### src/rtl/flex_clk_divider.sv
// Programmable 50%-duty clock divider: slow_clock half-period is m+1 input
// cycles, with a one-cycle tick on every slow_clock edge.
module flex_clk_divider #(
  parameter int unsigned WIDTH = 32
) (
  input  logic             basys_clock,
  input  logic             rst_n,
  input  logic [WIDTH-1:0] m,
  output logic             slow_clock,
  output logic             tick
);

  logic [WIDTH-1:0] count;
  logic             wrap;

  // >= rather than == so a reduced m mid-count wraps at once instead of
  // letting the counter run on through 2^WIDTH.
  always_comb begin
    wrap = (count >= m);
  end

  always_ff @(posedge basys_clock or negedge rst_n) begin
    if (!rst_n) begin
      count      <= '0;
      slow_clock <= 1'b0;
      tick       <= 1'b0;
    end else if (wrap) begin
      count      <= '0;
      slow_clock <= ~slow_clock;
      tick       <= 1'b1;
    end else begin
      count      <= count + WIDTH'(1);
      tick       <= 1'b0;
    end
  end

endmodule

### config.mk
export PLATFORM = sky130hd
export DESIGN_NAME = flex_clk_divider
export DESIGN_NICKNAME = d
export VERILOG_FILES = /design/src/rtl/flex_clk_divider.sv
export SDC_FILE = /design/constraint.sdc
export NUM_CORES = 1
export LEC_CHECK = 0
export CAP_MARGIN = 30
export CELL_PAD_IN_SITES_DETAIL_PLACEMENT = 2
export CELL_PAD_IN_SITES_GLOBAL_PLACEMENT = 2
export CORE_UTILIZATION = 34
export DETAILED_ROUTE_END_ITERATION = 16
export PLACE_DENSITY_LB_ADDON = 0.1
export SYNTH_ARGS = -nofsm -noshare
export SYNTH_HDL_FRONTEND = slang
export SYNTH_SLANG_ARGS = --single-unit
### constraint.sdc
create_clock -name basys_clock -period 2.4 [get_ports basys_clock]
set_input_delay 0.24 -clock basys_clock [delete_from_list [all_inputs] [get_ports basys_clock]]
set_output_delay 0.24 -clock basys_clock [all_outputs]
set_load 0.05 [all_outputs]
Word-level counts from Yosys, hierarchy flattened

Cells that the tools add are included.

Output and inout bits: 2
Register bits: 34
Input bits: 34

$lt $le $gt $ge: 1
Mux-type cells: 2
Bitwise logic cells: 1
Add/sub/neg operators: 1

Operator list:

| cell                                                             | number |
|---|---|
| 32-bit by 1-bit adder with 32-bit output (second input constant) | 1 |
| 32-bit >= comparator                                             | 1 |
| 32-bit two-way mux                                               | 1 |
| 1-bit two-way mux                                                | 1 |
| 1-bit inverter                                                   | 1 |

Logic depth before layout (Yosys ltp)

Gate-level depths: netlist (run 1).

Word-level depth: 2
Mapped depth: 8
Mapped depth without buffers: 7

Least setup slack after synthesis (run 1)

OpenSTA, ideal clock, no wires.

Path kind: register to register
Start: register count[13]
End: register count[10]
Stages on the path, launching flop included: 8
Setup slack: 0.282 ns
Required time: 2.266 ns
Arrival: 1.984 ns
Buffers on the path: 1
Setup time: 0.134 ns
Cell sequence: dfrtp_1 -> ha_1 -> nand4_1 -> or2_1 -> a2111oi_2 -> o31a_1 -> buf_2 -> nor3_1

Word-level cells in the longest chain between the ends: 2

RTL lines:

| what                   | RTL line | RTL |
|---|---|---|
| start, declared        | 13       | `logic [WIDTH-1:0] count;` |
| start signal, assigned | 32       | `count <= count + WIDTH'(1);` |
| 32-bit >= comparator   | 19       | `wrap = (count >= m);` |
| 32-bit two-way mux     | 27       | `end else if (wrap) begin` |

Every way passes these cells.
A chain may end at the register's enable or synchronous reset.

Final worst setup path (run 1)

Start: register count[14]
End: register count[2]

Same word-level chain as after synthesis.

==> metrics.md, run 1 <==
| Metric | Value |
|---|---|
| Area growth from synthesis to final layout | `30.10%` |
| Hold violation count in the final report | `0` |
| Buffers plus inverters on the worst setup path | `1` |
| Post-layout instance area | `0.003342 mm²` |
| DRC marker count from the first detailed-route iteration | `42` |
| Average wire per standard cell | `15.82 µm` |
| Area of placed instances | `0.003227 mm²` |
| Fraction of final layout cells sized beyond drive strength 1 | `14.16%` |
| Multi-input logic area | `0.001569 mm²` |
| Clock transition at path regs | `0.07 ns` |
| I/O pin cnt | `36` |
| Total power density per cell area | `627.1 mW/mm²` |
| Antenna violations before repair | `0` |
| Number of maximum-capacitance violations | `0` |
| CP startpoint | `count[14]` |
| Total DRC errors in the routed layout | `0` |
| Clock sink count | `34` |
| Static Leakage | `1.600 nW` |
| Critical Path, Cell by Cell | `ha_1 > nand4_1 > or2_1 > a2111oi_4 > o31a_1 > buf_12 > nor3_1` |
| Compound-Gate Fraction of Synth Area | `7.940%` |
| Library cell with the highest instance count after synthesis | `inv_1` |
| Crit path max-delay family | `compound AO/OA/AOI/OAI gates` |
| # resized after CTS | `0` |
| Worst setup skew after layout | `0.009125 ns` |
| Number of global-route vias before repair | `2496` |
| Starting Density | `35.23%` |
| Via total after detailed routing | `2300` |
| Top flip-flop cell by instance count after synthesis | `dfrtp_1` |
| Yosys top cell by area | `dfrtp_1` |
| Sequential fraction of the synthesis area | `33.12%` |
| Std cell rows | `31` |
| First drt pass iteration count | `4` |
| Yosys warns | `0` |
| Arrival @ worst endpoint | `2.37 ns` |
| Number of enable-type register cells in the synthesized netlist | `0` |
| Skew-Pair Late Insertion Delay | `0.28 ns` |
| Cell-internal power | `1.320 mW` |
| Combinational group share of total power | `37.8%` |
| DP Wirelength | `5520 µm` |
| Worst Tran Pin Value | `0.5624 ns` |
| Die extent in x | `88.92 µm` |
| Floorplan die area | `0.007907 mm²` |
| Post-synthesis mux area share | `0%` |
| Wire length of the first global-routing pass | `11650 µm` |
| Endpoints failing setup | `0` |
| Crit-path max FO | `16` |
| Clock tree root buffer cell | `clkbuf_8` |
| Die Y-Extent | `88.92 µm` |
| Arithmetic-cell share of the synthesized area counting full adders, half adders and majority gates | `16.07%` |
| Gate Count Post-Synth | `280` |
| Worst Path Required | `2.55 ns` |
| Maximum number of pins on one net before global-route repair | `35` |
| Average size of a mapped cell | `9.174 µm²` |
| Fraction of synthesized cell area in xor and xnor cells | `10.23%` |
| Critical Path Max Stage Delay | `0.43 ns` |
| Path class of the lowest-slack min-delay path | `primary input to asynchronous set/reset pin` |
| Remaining antenna violation count after routing | `0` |
| Sw Share | `37.04%` |
| Maximum frequency from static timing analysis | `449.3 MHz` |
| Worst slew margin relative to its limit | `62.22%` |
| Area used by sequential logic in the layout | `850.8 µm²` |
| R2R Path End | `count[2]` |
| Share of the synthesized area in the top cell type | `33.12%` |
| Total power after layout | `2.096 mW` |
| Reg2reg path depth | `7` |
| Yosys reg bits | `34` |
| Antenna diodes | `0` |
| RSZ-0062 raised after global routing | `false` |
| Nature of the critical path startpoint | `register` |
| WL final | `6929 µm` |
| Synthesized-area fraction occupied by and/or/nand/nor cells | `25.38%` |
| Crit share post-route | `92.73%` |
| Via density per instance | `5.251` |
| Worst Setup End Kind | `register` |
| Library cells used by synthesis | `39` |
| Post-CTS setup buffer count | `0` |
| Fill cell total of the finished layout | `830` |
| Global-route usage over all layers | `19.56%` |
| Share of total power in sequential cells | `41.4%` |
| Worst setup slack for register-to-register paths | `0.17 ns` |
| Clock period minus final worst setup slack | `2.225 ns` |
| Async set or reset register ratio after synthesis | `100.0%` |
| Crit Reg-Reg Startpoint | `count[14]` |
| Run status | `finished clean` |
| Total standard cell area after synthesis | `0.002569 mm²` |
| Slowest cell on crit path | `dfrtp_1` |
| Setup Crit Path Kind | `register to register` |
| GR Overflow Total | `0` |
| Net count reported at finish | `405` |
| Mapped Nets | `347` |
| Placeable core region | `0.007292 mm²` |
| CP Depth | `7` |
| Clock tree from TritonCTS | `built` |
| Cell types with the largest area share after synthesis | `dfrtp_1, ha_1, inv_1` |
| Total clock buffers created by CTS | `5` |
| Leading post-synthesis cells by instance count | `inv_1, dfrtp_1, ha_1` |
| Fin cells | `438` |
| Sw power | `776.2 µW` |
| Longest Clk Path Bufs | `2` |
| Fin. max-slew vios | `0` |
| Clk pwr share | `20.8%` |
| Depth of the CTS H-tree | `2` |
| Maximum resistive drop on vdd | `0.0002477 V` |
| Main combinational cell family by area after synthesis | `simple AND/OR/NAND/NOR gates` |
| Global placer's final weighted congestion | `0.7453` |
| Post-placement cell count | `430` |
| Count of input and output buffers | `35` |
| Hold Buf Count CTS | `0` |
## layout by cell type, fill, tap and decap left out, types with 2 or more instances in the layout
cell type / count
inv_1: 39
clkdlybuf4s50_1: 35
nor3_2: 10
nor4_4: 2
and4_1: 3
buf_4: 20
o31a_1: 2
nand2_1: 14
and3_1: 5
nor4_1: 2
nand2b_1: 2
a21oi_1: 11
xor2_1: 16
nor2_1: 4
nor3_1: 28
nand3_1: 18
nand4_1: 14
buf_12: 3
xnor2_1: 14
a21o_1: 2
ha_1: 33
clkbuf_8: 6
dfrtp_1: 34
o21ai_0: 2
## worst max-delay path by stage
stage                            to  slack [ns]
after floorplan           count[10]        0.28
after global placement         tick       -0.15
after detailed placement       tick       -0.22
after CTS                      tick        0.07
after global routing      count[20]        0.02
final                      count[2]        0.17
## cells by family after synthesis
logic type	after synthesis
and+or+nand+nor	108
buffers and inverters	46
DFF	34
AOI/OAI and AO/OA	29
xor gates and xnor gates	30
adders and majority gates	33
## sequential cells by signal, summed over array words and instances (netlist names)
signal      flops
tick            1
count          32
slow_clock      1
## final cells by class
cell class / instances / area share, %
inverters: 39 / 4.380
flip-flops and latches: 34 / 25.46
clock buffers: 7 / 2.583
repair buffers: 58 / 16.77
well taps: 99 / 3.706
multi-input cells: 200 / 46.95
clock inverters: 1 / 0.1498
## power groups by stage
stage	registers [mW]	logic, mW	clock network, mW
2_1_floorplan	0.874	0.432	0
3_3_place_gp	0.874	0.752	0
3_5_place_dp	0.879	0.785	0
4_1_cts	0.870	0.794	0.454
5_1_grt	0.887	0.898	0.482
6_report	0.867	0.792	0.436
## layer usage
layer	part of all wire [%]	global-route usage, %	routed length, µm
met5	0	0	0
met3	2.0	3.416	141
met1	44	23.43	3067
met4	1.3	4.839	89
met2	52	36.22	3631
## stage by stage
| step | utilization [%] | TNS, ns | hold slack (ns) | setup slack (ns) |
|---|---|---|---|---|
| finish | 45.83 | 0 | 0.3739 | 0.1745 |
| detailed placement | 44.25 | -5.269 | 0.5543 | -0.2196 |
| global placement | 44.25 | -2.854 | 0.5438 | -0.1546 |
| floorplan | - | 0 | -0.05559 | 0.2816 |
| global route | 45.83 | 0 | 0.4075 | 0.02000 |
| CTS | 45.50 | 0 | 0.3898 | 0.06636 |
Power figures use the tool's default switching activity.
==> run 2, diff against run 1 <==
- CORE_UTILIZATION: 34 -> 31
- HOLD_SLACK_MARGIN: not set -> 0.03
- clock period: 2.4 -> 1.85 ns (I/O delays scaled with it)
==> run 2 against run 1 <==
The run now ends with setup timing left. Total power up 52%. Critical path depth up 1. Utilization up 3.1 points. Sequential cell count unchanged. Fmax up 6.1%. Design area up 15%. Via count up 7.2%. Worst setup slack worse by 0.42 ns. Register-to-register slack worse by 0.42 ns. Cell count up 10%. Clock skew down 0.0023 ns. Global-route usage up 1.0 points. Largest power group is now combinational cells.
==> metrics.md, run 2 (same netlist as run 1, synthesis figures left out) <==
| Metric | Value |
|---|---|
| Worst Setup End Kind | `register` |
| Area growth from synthesis to final layout | `50.17%` |
| Total clock buffers created by CTS | `5 (unchanged)` |
| Total DRC errors in the routed layout | `0 (unchanged)` |
| Post-layout instance area | `0.003857 mm² (+15%)` |
| Clock transition at path regs | `0.07 ns (about the same)` |
| Largest register FFs | `32 (unchanged)` |
| Worst setup skew after layout | `0.006870 ns (-0.002255 ns)` |
| Crit-path max FO | `3 (-13)` |
| Biggest registers after layout | `count (32), slow_clock (1), tick (1)` |
| DRC marker count from the first detailed-route iteration | `59 (+40%)` |
| DP Wirelength | `6306 µm (+14%)` |
| First drt pass iteration count | `4 (unchanged)` |
| Std cell rows | `32 (+3.2%)` |
| Worst Tran Pin Value | `0.4950 ns (-0.06742 ns)` |
| Most common library cell in the layout ignoring fill and taps | `buf_4` |
| Clock sink count | `34 (unchanged)` |
| Starting Density | `32.57% (-2.7 points)` |
| Library cell appearing most often on the critical path | `a2111oi_4` |
| Number of global-route vias before repair | `2791 (+12%)` |
| Clock tree root buffer cell | `clkbuf_8` |
| Average wire per standard cell | `17.94 µm (+13%)` |
| Fin Setup TNS | `-7.697 ns (-7.697 ns)` |
| Crit path max-delay family | `compound AO/OA/AOI/OAI gates` |
| I/O pin cnt | `36 (unchanged)` |
| Fraction of final layout cells sized beyond drive strength 1 | `29.74% (+16 points)` |
| Nature of the critical path startpoint | `register` |
| Depth of the CTS H-tree | `2 (unchanged)` |
| Hold violation count in the final report | `0 (unchanged)` |
| Via density per instance | `5.116 (-2.6%)` |
| Longest Clk Path Bufs | `2 (unchanged)` |
| Register with the most flip-flops | `count` |
| Fin. max-slew vios | `0 (unchanged)` |
| Fill cell total of the finished layout | `852 (+2.7%)` |
| GR Overflow Total | `0 (unchanged)` |
| Count of input and output buffers | `35 (unchanged)` |
| WL final | `8649 µm (+25%)` |
| Die Y-Extent | `93.03 µm (+4.6%)` |
| Maximum number of pins on one net before global-route repair | `35 (unchanged)` |
| Wire length of the first global-routing pass | `13690 µm (+17%)` |
| Arrival @ worst endpoint | `2.28 ns (-0.09 ns)` |
| Final WS setup | `-0.2483 ns (-0.4229 ns)` |
| Die extent in x | `93.03 µm (+4.6%)` |
| Critical Path, Cell by Cell | `inv_2 > ha_4 > nand2b_4 > a2111oi_4 > a2111oi_4 > o31ai_1 > buf_4 > nand2b_1` |
| Critical Path Max Stage Delay | `0.46 ns (+0.03 ns)` |
| Clock tree from TritonCTS | `built` |
| Remaining antenna violation count after routing | `0 (unchanged)` |
| Global placer's final weighted congestion | `0.7678 (+3.0%)` |
| RSZ-0062 raised after global routing | `true` |
| Maximum frequency from static timing analysis | `476.6 MHz (+6.1%)` |
| Via total after detailed routing | `2466 (+7.2%)` |
| Worst Path Required | `2.03 ns (-0.52 ns)` |
| Crit share post-route | `113.4% (+21 points)` |
| Setup Crit Path Kind | `register to register` |
| Number of maximum-capacitance violations | `0 (unchanged)` |
| Antenna violations before repair | `0 (unchanged)` |
| Antenna diodes | `0 (unchanged)` |
| Run status | `finished with violations` |
| Area of placed instances | `0.003560 mm² (+10%)` |
| Static Leakage | `1.861 nW (+16%)` |
| Clock period minus final worst setup slack | `2.098 ns (-0.1271 ns)` |
| Endpoints failing setup | `34 (+34)` |
| Highest-count cells in the layout ignoring fill and taps | `buf_4, inv_1, clkdlybuf4s50_1` |
| Slowest cell on crit path | `o31ai_1` |
| Global-route usage over all layers | `20.57% (+1.0 points)` |
| Floorplan die area | `0.008655 mm² (+9.5%)` |
| Path class of the lowest-slack min-delay path | `primary input to asynchronous set/reset pin` |
| Net count reported at finish | `447 (+10%)` |
| Buffers plus inverters on the worst setup path | `2 (+1)` |
| Total power density per cell area | `826.9 mW/mm² (+32%)` |
| Maximum resistive drop on vdd | `0.0004579 V (+85%)` |
| Skew-Pair Late Insertion Delay | `0.29 ns (about the same)` |
| Violated checks | `setup timing` |
| Worst slew margin relative to its limit | `66.90% (+4.7 points)` |
| Placeable core region | `0.007888 mm² (+8.2%)` |
run 2: cell types whose count changed in the layout (fill, tap and decap cells not counted), moves of 5 or more:
cell | previous run | this run
ha_1 | 33 | 26
a21oi_2 | 0 | 5
a21oi_1 | 11 | 6
buf_4 | 20 | 61
nor3_1 | 28 | 19
nor3_2 | 10 | 19
ha_4 | 0 | 7
run 2: worst paths after layout:
path | slack, ns | endpoint | cells past startpoint | start
max | -0.25 | tick | 8 | count[0]
min | 0.32 | count[0] | 2 | rst_n
max reg2reg | -0.25 | tick | 8 | count[0]
min reg2reg | 0.61 | count[0] | 2 | count[0]
max in group asynchronous | 1.19 | count[13] | 2 | rst_n
min in group basys_clock | 0.61 | count[0] | 2 | count[0]
run 2: power breakdown:
| part | internal [mW] | leakage, nW | switching, mW |
|---|---|---|---|
| sequential | 0.906 | 0.456 | 0.141 |
| combinational | 0.802 | 1.37 | 0.795 |
| clock | 0.260 | 0.0383 | 0.285 |
run 2: area by class of cell:
cell class                 count  area [µm²]  area share [%]
multi-input combinational    200        1763           45.70
timing repair buffer         100       893.4           23.16
sequential                    34       850.8           22.06
inverter                      39       146.4           3.795
tap                          102       127.6           3.308
clock buffer                   7       76.32           1.979
run 2: stage by stage:
step	hold slack [ns]	cells	setup WS (ns)	power, mW	util, %
2_1_floorplan	-0.1106	280	-0.1413	1.774	-
3_3_place_gp	0.5485	470	-0.5119	2.391	45.13
3_5_place_dp	0.5997	470	-0.6348	2.489	45.13
4_1_cts	0.3365	479	-0.2728	3.087	46.86
5_1_grt	0.3725	482	-0.3981	3.398	48.91
6_report	0.3197	482	-0.2483	3.190	48.91
run 2: what timing repair did:
| action | in CTS | in global routing |
|---|---|---|
| pin swaps | 0 | 1 |
| gates cloned | 0 | 1 |
| buffers inserted | 2 | 2 |
| resized for setup | 6 | 16 |
| setup endpoints to repair | 34 | 34 |
| hold buffers | 0 | 0 |
| hold endpoints to repair | 0 | 0 |
run 2: metal layers:
metal  vias up  part of all wire (%)  global-route usage (%)
met5         -                     0                       0
met4         0                   1.3                   4.231
met3         9                   1.6                   2.683
met2        27                    53                   38.48
met1      1243                    44                   25.00
li1       1187                     -                       -
run 2: worst register-to-register path: stages, from the launching register on:
cell,delay (ns)
dfrtp_1,0.40
inv_2,0.07
ha_4,0.18
nand2b_4,0.14
a2111oi_4,0.38
a2111oi_4,0.11
o31ai_1,0.46
buf_4,0.20
nand2b_1,0.05
==> run 3, diff against run 2 <==
- ABC_CLOCK_PERIOD_IN_PS: not set -> 1850
- CORE_UTILIZATION: 31 -> 32
- CTS_BUF_LIST: not set -> sky130_fd_sc_hd__clkbuf_4
- SLEW_MARGIN: not set -> 25
==> run 3 against run 2 <==
The flow still finishes with violations (setup timing). Non-clock buffer count is 1 higher. Via count up 1.9%. Global-route usage is 0.70 points lower. Clock-buffer cell count shrank 1. Clock skew rose by 0.0021 ns. Cell count is 0.41% higher.
==> metrics.md, run 3 (same netlist as run 1, synthesis figures left out) <==
| Metric | Value |
|---|---|
| Clock transition at path regs | `0.12 ns (+0.05 ns)` |
| Area growth from synthesis to final layout | `51.58%` |
| Fin. max-slew vios | `0 (unchanged)` |
| Starting Density | `33.24% (+0.67 points)` |
| GR Overflow Total | `0 (unchanged)` |
| Crit share post-route | `114.2% (+0.73 points)` |
| Most common library cell in the layout ignoring fill and taps | `buf_4` |
| Worst slew margin relative to its limit | `66.55% (-0.35 points)` |
| First drt pass iteration count | `4 (unchanged)` |
| Clock tree from TritonCTS | `built` |
| Critical Path Max Stage Delay | `0.37 ns (-0.09 ns)` |
| Highest-count cells in the layout ignoring fill and taps | `buf_4, inv_1, dfrtp_1, clkdlybuf4s50_1, ha_1` |
| Crit path max-delay family | `compound AO/OA/AOI/OAI gates` |
| Count of input and output buffers | `35 (unchanged)` |
| Post-placement cell count | `469 (-0.21%)` |
| Number of maximum-capacitance violations | `0 (unchanged)` |
| Library cell appearing most often on the critical path | `a2111oi_4` |
| WL final | `9050 µm (+4.6%)` |
| Register with the most flip-flops | `count` |
| I/O pin cnt | `36 (unchanged)` |
| Die extent in x | `91.60 µm (-1.5%)` |
| Via density per instance | `5.194 (+1.5%)` |
| Endpoints failing setup | `34 (unchanged)` |
| Clock period minus final worst setup slack | `2.112 ns (+0.01345 ns)` |
| Critical Path, Cell by Cell | `inv_1 > ha_1 > nand2b_4 > a2111oi_4 > a2111oi_4 > o31a_1 > buf_4 > nor3_2` |
| Nature of the critical path startpoint | `register` |
| Global-route usage over all layers | `19.87% (-0.70 points)` |
| Largest register FFs | `32 (unchanged)` |
| Worst Tran Pin Value | `0.5010 ns (+0.005958 ns)` |
| Worst setup skew after layout | `0.008928 ns (+0.002058 ns)` |
| RSZ-0062 raised after global routing | `true` |
| Fraction of final layout cells sized beyond drive strength 1 | `31.68% (+1.9 points)` |
| DP Wirelength | `6132 µm (-2.8%)` |
| Floorplan die area | `0.008390 mm² (-3.1%)` |
| Antenna violations before repair | `0 (unchanged)` |
| Placeable core region | `0.007727 mm² (-2.0%)` |
| Number of global-route vias before repair | `2770 (-0.75%)` |
| Biggest registers after layout | `count (32), slow_clock (1), tick (1)` |
| Total clock buffers created by CTS | `5 (unchanged)` |
| Final WS setup | `-0.2618 ns (-0.01345 ns)` |
| Via total after detailed routing | `2514 (+1.9%)` |
| Maximum number of pins on one net before global-route repair | `35 (unchanged)` |
| Wire length of the first global-routing pass | `13080 µm (-4.4%)` |
| Hold violation count in the final report | `0 (unchanged)` |
| Total power after layout | `3.094 mW (-3.0%)` |
| Violated checks | `setup timing` |
| Fin cells | `484 (+0.41%)` |
| Global placer's final weighted congestion | `0.7500 (-2.3%)` |
| Worst Setup End Kind | `register` |
| Path class of the lowest-slack min-delay path | `primary input to asynchronous set/reset pin` |
| Total DRC errors in the routed layout | `0 (unchanged)` |
| Clock tree root buffer cell | `clkbuf_4` |
| Longest Clk Path Bufs | `2 (unchanged)` |
| Remaining antenna violation count after routing | `0 (unchanged)` |
| Maximum resistive drop on vdd | `0.0004357 V (-4.9%)` |
| Crit-path max FO | `7 (+4)` |
| Net count reported at finish | `448 (+0.22%)` |
| Average wire per standard cell | `18.70 µm (+4.2%)` |
| Worst Path Required | `2.13 ns (+0.10 ns)` |
| Antenna diodes | `0 (unchanged)` |
| Die Y-Extent | `91.60 µm (-1.5%)` |
| Setup Crit Path Kind | `register to register` |
| Skew-Pair Late Insertion Delay | `0.36 ns (+0.07 ns)` |
| Total power density per cell area | `794.6 mW/mm² (-3.9%)` |
| Fill cell total of the finished layout | `800 (-6.1%)` |
| Arrival @ worst endpoint | `2.40 ns (+0.12 ns)` |
| Maximum frequency from static timing analysis | `473.5 MHz (-0.64%)` |
| DRC marker count from the first detailed-route iteration | `54 (-8.5%)` |
| Clock sink count | `34 (unchanged)` |
| Buffers plus inverters on the worst setup path | `2 (unchanged)` |
| Run status | `finished with violations` |
| Slowest cell on crit path | `a2111oi_4` |
| Depth of the CTS H-tree | `2 (unchanged)` |
| Static Leakage | `1.863 nW (about the same)` |
| Std cell rows | `32 (unchanged)` |
[run 3: changes by cell type in the layout (fill, tap and decap cells not counted), sizes merged]
cell | before | now
clkdlybuf4s50 | 35 | 34
clkbuf | 8 | 7
clkinv | 0 | 2
buf | 64 | 65
dlymetal6s2s | 0 | 1
[run 3: layout make-up]
class                           count  area, µm²  area share, %
Clock buffer                        6      45.04          1.157
Clock inverter                      2      8.758         0.2249
Inverter                           39      146.4          3.760
Multi-Input combinational cell    200       1826          46.88
Sequential cell                    34      850.8          21.85
Tap cell                          102      127.6          3.278
Timing Repair Buffer              101      889.6          22.85
[run 3: path summary, 6_finish.rpt]
check	from	to	slack, ns	cells past startpoint
setup / recovery	count[0]	count[11]	-0.26	8
hold / removal	rst_n	count[0]	0.25	2
setup reg to reg	count[0]	count[11]	-0.26	8
hold reg to reg	count[18]	count[18]	0.65	2
max in group asynchronous	rst_n	slow_clock	1.26	2
min in group basys_clock	count[18]	count[18]	0.65	2
[run 3: repair_timing]
item                                    CTS  global route
cloned                                    0             2
endpoints found under the setup margin   34            35
pin swaps                                 1             6
buffers inserted                          1             5
hold buffers                              0             0
endpoints found under the hold margin     0             0
gates resized for setup                   6            32
[run 3: metal layers]
metal / GRT usage, % / wire length (µm)
met1: 24.04 / 3826
met2: 36.65 / 4867
met3: 3.099 / 245
met4: 4.365 / 110
met5: 0 / 0
[run 3: power breakdown]
part	switching [mW]	internal, mW
registers	0.127	0.905
logic	0.835	0.786
clock network	0.284	0.157
[run 3: worst reg2reg max path, delay by kind of cell, from the launching register on]
| family | cells | cell delay, ns |
|---|---|---|
| flip-flops | 1 | 0.36 |
| AND/OR/NAND/NOR | 2 | 0.36 |
| buffers and inverters | 2 | 0.25 |
| AO/OA/AOI/OAI | 3 | 0.81 |
| adder cells (fa/ha/maj) | 1 | 0.26 |
[run 3: per-stage QoR]
| step | TNS (ns) | util, % | worst slack [ns] | area, µm² | hold slack (ns) |
|---|---|---|---|---|---|
| after floorplan | -4.179 | - | -0.1413 | 2655 | -0.1106 |
| after global placement | -15.42 | 45.81 | -0.4877 | 3540 | 0.5485 |
| after detailed placement | -17.87 | 45.81 | -0.5944 | 3540 | 0.5714 |
| after CTS | -9.514 | 46.97 | -0.3131 | 3630 | 0.2790 |
| after global routing | -10.69 | 50.39 | -0.3604 | 3894 | 0.2774 |
| final | -7.371 | 50.39 | -0.2618 | 3894 | 0.2503 |
